`config.mk`:
```
export PLATFORM = sky130hd
export DESIGN_NAME = mem_port_arbiter
export DESIGN_NICKNAME = d
export VERILOG_FILES = /design/src/rtl/mem_port_arbiter.sv
export SDC_FILE = /design/constraint.sdc
export NUM_CORES = 1
export LEC_CHECK = 0
export BUFFER_PORTS_ARGS = -buffer_cell sky130_fd_sc_hd__buf_2
export CORE_AREA = 3 3 112 114
export CTS_BUF_LIST = sky130_fd_sc_hd__clkbuf_4
export DETAILED_ROUTE_END_ITERATION = 7
export DIE_AREA = 0 0 115 117
export PLACE_DENSITY = 0.6
export SLEW_MARGIN = 10
export SYNTH_ARGS = -nofsm -noshare
export SYNTH_HDL_FRONTEND = slang
export SYNTH_SLANG_ARGS = --single-unit
```
`constraint.sdc`:
```
create_clock -name clk -period 12.2 [get_ports clk]
set_clock_uncertainty 0.05 [all_clocks]
set_input_delay 3.05 -clock clk [delete_from_list [all_inputs] [get_ports clk]]
set_output_delay 3.05 -clock clk [all_outputs]
set_load 0.01 [all_outputs]
```
`src/rtl/mem_port_arbiter.sv`:
```
// ============================================================================
// Module : mem_port_arbiter
// Brief  : Round-robin two-requester front end for a single-port byte-lane RAM,
//          with load extraction/extension. Optional MEM_PORT_ALIGN_CHK_EN
//          enables misalignment / reserved-width error reporting.
// Rev    : 1.0 - initial release
// ============================================================================
`default_nettype none

module mem_port_arbiter #(
    parameter int ADDR_W        = 12,
    parameter bit RR_RESET_PRIO = 1'b0
) (
    input  logic              clk,
    input  logic              reset,

    input  logic              m0_req,
    input  logic              m0_we,
    input  logic [1:0]        m0_width,
    input  logic              m0_sext,
    input  logic [31:0]       m0_addr,
    input  logic [31:0]       m0_wdata,
    output logic              m0_gnt,
    output logic              m0_rvalid,
    output logic [31:0]       m0_rdata,
    output logic              m0_err,

    input  logic              m1_req,
    input  logic              m1_we,
    input  logic [1:0]        m1_width,
    input  logic              m1_sext,
    input  logic [31:0]       m1_addr,
    input  logic [31:0]       m1_wdata,
    output logic              m1_gnt,
    output logic              m1_rvalid,
    output logic [31:0]       m1_rdata,
    output logic              m1_err,

    output logic              ram_en,
    output logic [3:0]        ram_we,
    output logic [ADDR_W-1:0] ram_addr,
    output logic [31:0]       ram_wdata,
    input  logic [31:0]       ram_rdata
);

    localparam logic [0:0] S_IDLE = 1'b0;
    localparam logic [0:0] S_RESP = 1'b1;

    logic [0:0] r_state;
    logic       r_last;
    logic       r_id;
    logic [1:0] r_width;
    logic       r_sext;
    logic [1:0] r_off;
    logic       r_err;
    logic       r_we;

    logic        w_idle, w_resp, w_grant, w_win;
    logic        w_we, w_sext, w_err;
    logic [1:0]  w_width;
    logic [31:0] w_addr, w_wdata;
    logic [3:0]  w_lanes;
    logic [31:0] w_lane_data;
    logic [15:0] w_half;
    logic [7:0]  w_byte;
    logic [31:0] w_ext, w_rdata;
    logic        w_unused;

    // Outputs are gated with reset so they collapse asynchronously.
    assign w_idle  = (r_state == S_IDLE) & reset;
    assign w_resp  = (r_state == S_RESP) & reset;
    assign w_grant = w_idle & (m0_req | m1_req);
    assign w_win   = (m0_req & m1_req) ? ~r_last : m1_req;

    assign w_we    = w_win ? m1_we    : m0_we;
    assign w_width = w_win ? m1_width : m0_width;
    assign w_sext  = w_win ? m1_sext  : m0_sext;
    assign w_addr  = w_win ? m1_addr  : m0_addr;
    assign w_wdata = w_win ? m1_wdata : m0_wdata;

`ifdef MEM_PORT_ALIGN_CHK_EN
    always_comb begin
        case (w_width)
            2'b00:   w_err = |w_addr[1:0];
            2'b01:   w_err = w_addr[0];
            2'b10:   w_err = 1'b0;
            default: w_err = 1'b1;
        endcase
    end
`else
    assign w_err = 1'b0;
`endif

    // Width 11 falls through to the word lane pattern.
    always_comb begin
        w_lanes     = 4'b1111;
        w_lane_data = w_wdata;
        case (w_width)
            2'b01: begin
                if (w_addr[1]) begin
                    w_lanes     = 4'b1100;
                    w_lane_data = {w_wdata[15:0], 16'h0000};
                end else begin
                    w_lanes     = 4'b0011;
                    w_lane_data = {16'h0000, w_wdata[15:0]};
                end
            end
            2'b10: begin
                w_lanes     = 4'b0001 << w_addr[1:0];
                w_lane_data = {4{w_wdata[7:0]}} &
                              {{8{w_lanes[3]}}, {8{w_lanes[2]}},
                               {8{w_lanes[1]}}, {8{w_lanes[0]}}};
            end
            default: ;
        endcase
    end

    assign ram_en    = w_grant & ~w_err;
    assign ram_we    = (ram_en & w_we) ? w_lanes : 4'b0000;
    assign ram_addr  = w_grant ? w_addr[ADDR_W+1:2] : '0;
    assign ram_wdata = (w_grant & w_we) ? w_lane_data : 32'h0;

    assign m0_gnt = w_grant & ~w_win;
    assign m1_gnt = w_grant &  w_win;

    always_ff @(posedge clk or negedge reset) begin
        if (!reset) begin
            r_state <= S_IDLE;
            r_last  <= ~RR_RESET_PRIO;
            r_id    <= 1'b0;
            r_width <= 2'b00;
            r_sext  <= 1'b0;
            r_off   <= 2'b00;
            r_err   <= 1'b0;
            r_we    <= 1'b0;
        end else begin
            case (r_state)
                S_IDLE: begin
                    if (w_grant) begin
                        r_state <= S_RESP;
                        r_last  <= w_win;
                        r_id    <= w_win;
                        r_width <= w_width;
                        r_sext  <= w_sext;
                        r_off   <= w_addr[1:0];
                        r_err   <= w_err;
                        r_we    <= w_we;
                    end
                end
                default: r_state <= S_IDLE;
            endcase
        end
    end

    assign w_half = r_off[1] ? ram_rdata[31:16] : ram_rdata[15:0];

    always_comb begin
        case (r_off)
            2'b00:   w_byte = ram_rdata[7:0];
            2'b01:   w_byte = ram_rdata[15:8];
            2'b10:   w_byte = ram_rdata[23:16];
            default: w_byte = ram_rdata[31:24];
        endcase
    end

    always_comb begin
        case (r_width)
            2'b01:   w_ext = {{16{r_sext & w_half[15]}}, w_half};
            2'b10:   w_ext = {{24{r_sext & w_byte[7]}}, w_byte};
            default: w_ext = ram_rdata;
        endcase
    end

    // Stores and errored accesses complete with zero data.
    assign w_rdata = (w_resp & ~r_err & ~r_we) ? w_ext : 32'h0;

    assign m0_rvalid = w_resp & ~r_id;
    assign m1_rvalid = w_resp &  r_id;
    assign m0_rdata  = m0_rvalid ? w_rdata : 32'h0;
    assign m1_rdata  = m1_rvalid ? w_rdata : 32'h0;
    assign m0_err    = m0_rvalid & r_err;
    assign m1_err    = m1_rvalid & r_err;

    assign w_unused = &{1'b0, w_addr[31:ADDR_W+2]};

endmodule

`default_nettype wire

```
==> run metrics <==
PortBufs ~250; largest net degree at the start of global routing 44; core area 11500 µm²; vias in the first global route ~3800; post-route ant nets 0; crit-path most repeated cell buf_2; DRC 0; Max-slew headroom about 22%; Setup crit end kind output pin; reg2reg path depth 5; Final min period about 9.4 ns; post-synthesis cell area 2850 µm²; Worst setup SP type input pin; Cell Chain, Critical Path buf_2 -> a21boi_4 -> mux2i_1 -> inv_1 -> ha_1 -> clkinv_1 -> o22a_1 -> a21oi_1 -> buf_2; power density cells between 70 and 80 nW/µm²; Post-synth EDFFs 0; critical path endpoint ram_wdata[31]; Worst-Skew Late Latency about 0.26 ns; kind of critical path input pin to output pin; Worst Max-Slew Pin Slew roughly 1.2 ns; antenna violations before repair 0; initial core utilization roughly a quarter; DP Wirelength approximately 11000 µm; die area between 10000 and 15000 µm²; Via density 5.22; Hold Buf Count CTS 0; antenna cells 0; Post-Synth XOR/XNOR Area 0%; nets a little under 800; Clock Root Buffer clkbuf_4; Final Hold Vio Count 0; compound-cell area share of the yosys netlist between 20% and 30%; DP Worst Slack between 2 and 3 ns; Main synth FF type dfrtp_1; Syn. warnings 0; Worst VDD drop 26.1 µV; layout cells sized above 1 approximately 54%; width of the die roughly 120 µm; Crit path max-delay family buffers and inverters; Simple-Gate Fraction of Synth Area a little under a quarter; Worst Path Buf+Inv 4; Unique masters post-synth 44; final instance count without filler cells ~750; IO Pins between 200 and 300; crit path setup slack, layout around 2.8 ns; largest fanout on the critical path 35; grt ovf 0; hold crit path type register to register; Rows 39; main combinational cell family by area after synthesis compound AO/OA/AOI/OAI gates; GPL Wtd Cong roughly 0.84; synthesized flop and latch total 9; clock sink total 9; Worst EP arrival about 6.3 ns; worst flop-to-flop path startpoint r_last; CP Launch Point m1_req; post-synthesis adder-cell area fraction about 1.8%; DRT Pass-1 Iters 4; max_cap viols 0; Highest Clock Rate 0.106 GHz; Area Overhead vs Synth 44.7%; gr usage total between 10% and 20%; leakage dissipation roughly 2.1 nW; htree depth 1; RSZ-0062 raised after global routing false; Final period util 77.4%; r2r endpoint r_we; final setup fails 0; cell at the slowest stage of the critical path clkinv_1; clock-pin slew of the registers on the worst-case setup and hold paths around 0.06 ns; syn avg cell area around 7.2 µm²; CP required roughly 9.1 ns; Setup Buffers After CTS 0; clock buffer depth 2; Synth async-reset ratio 100%; status complete, no violations; Fin Setup TNS 0 ns; number of buffers created by CTS 3; DRT iter0 DRCs 271; flop-to-flop setup slack roughly 9.6 ns; max incr delay on CP 0.91 ns; Routed WL 12900 µm; vias about 3900; CTS tree done; Post-Synthesis Cells 394; Die H about 120 µm; DP Cell Count 748; Fillers ~1200; register area share after synthesis around 7.9%; CTS resizes 0; first-pass GRT wire length between 15000 and 20000 µm; Slew Limit Fails 0; Critical Path Stages 9; WL/cell 17.2 µm; mux share of post-synthesis cell area ~28%
-- state kept, by name, summed over array words and instances (netlist names) --
signal	count
r_last	1
r_off	2
r_id	1
r_state	1
r_width	2
r_sext	1
r_we	1
-- Yosys cell counts, drive strengths merged (2+ instances only) --
cell type  instances  area, µm²
a211oi             7       87.6
a21o               4       30.0
a21oi             41        205
a221o              8       80.1
a22o              12        105
a31oi              7       43.8
and3               2       12.5
buf               23        145
clkbuf            21       78.8
dfrtp              8        200
ha                 4       50.1
inv                7       26.3
mux2              42        473
mux2i             15        154
mux4               8        180
nand2             32        120
nand2b             6       37.5
nand3              2       10.0
nand3b            10       75.1
nor2              60        230
nor2b              2       12.5
nor3              16       80.1
o2111ai            8       70.1
o21ai             21        105
o32ai              8       70.1
or2                8       50.1
-- cells in the final DEF, fill, tap and decap left out, drive strengths merged, types with 2 or more instances in the layout --
cell type,n
nor2,60
nand3b,10
inv,7
buf,254
mux2i,15
o32ai,8
o2111ai,8
nor3,16
a22o,12
nand3,2
nor2b,2
a31oi,7
and3,2
mux2,42
or2,8
ha,4
a221o,8
clkbuf,4
conb,2
mux4,8
dfrtp,8
nand2b,6
o21ai,21
a21o,4
a211oi,7
a21oi,41
nand2,32
-- logic make-up after synthesis --
group / after synthesis
compound gates: 120
fa+ha+maj: 4
buf+inv: 52
flops: 9
mux: 65
other cells: 1
simple gates: 143
-- report_power, final --
| group | total [mW] | internal [mW] | switching (mW) |
|---|---|---|---|
| registers | 0.0478 | 0.0354 | 0.0125 |
| logic | 0.250 | 0.104 | 0.146 |
| clock network | 0.0255 | 0.0148 | 0.0107 |
-- area by class of cell --
cell class	instances	area, µm²	share of cell area [%]
Clock buffer	4	30.0	0.727
Timing Repair Buffer	254	1280	30.9
Multi-Input combinational cell	334	2390	57.8
Tap cell	143	179	4.33
Sequential cell	9	226	5.48
Inverter	8	30.0	0.727
-- layer usage --
metal  vias up  GRT usage, %  share of wire [%]
li1       1884             -                  -
met1      1780          19.5                 39
met2       234          33.0                 50
met3        30          3.03                8.4
met4         0          5.40                3.0
met5         -             0                  0
-- how the worst min path moves through the flow --
stage            from     end  depth (start not counted)
3_3_place_gp     r_id    r_id                          1
2_1_floorplan    r_we    r_we                          2
5_1_grt        r_last  r_last                          1
4_1_cts          r_id    r_id                          1
6_report         r_id    r_id                          1
3_5_place_dp     r_id    r_id                          1
-- per-stage QoR --
| stage | instance area, µm² | utilization (%) | total power, mW | hold slack, ns |
|---|---|---|---|---|
| CTS | 4130 | 35.9 | 0.325 | 0.468 |
| global placement | 4100 | 35.6 | 0.293 | 0.443 |
| floorplan | 2860 | - | 0.221 | 0.404 |
| global route | 4130 | 35.9 | 0.354 | 0.491 |
| detailed placement | 4100 | 35.6 | 0.297 | 0.454 |
| finish | 4130 | 35.9 | 0.323 | 0.466 |
Note: power is estimated with default switching activity, not from simulation.
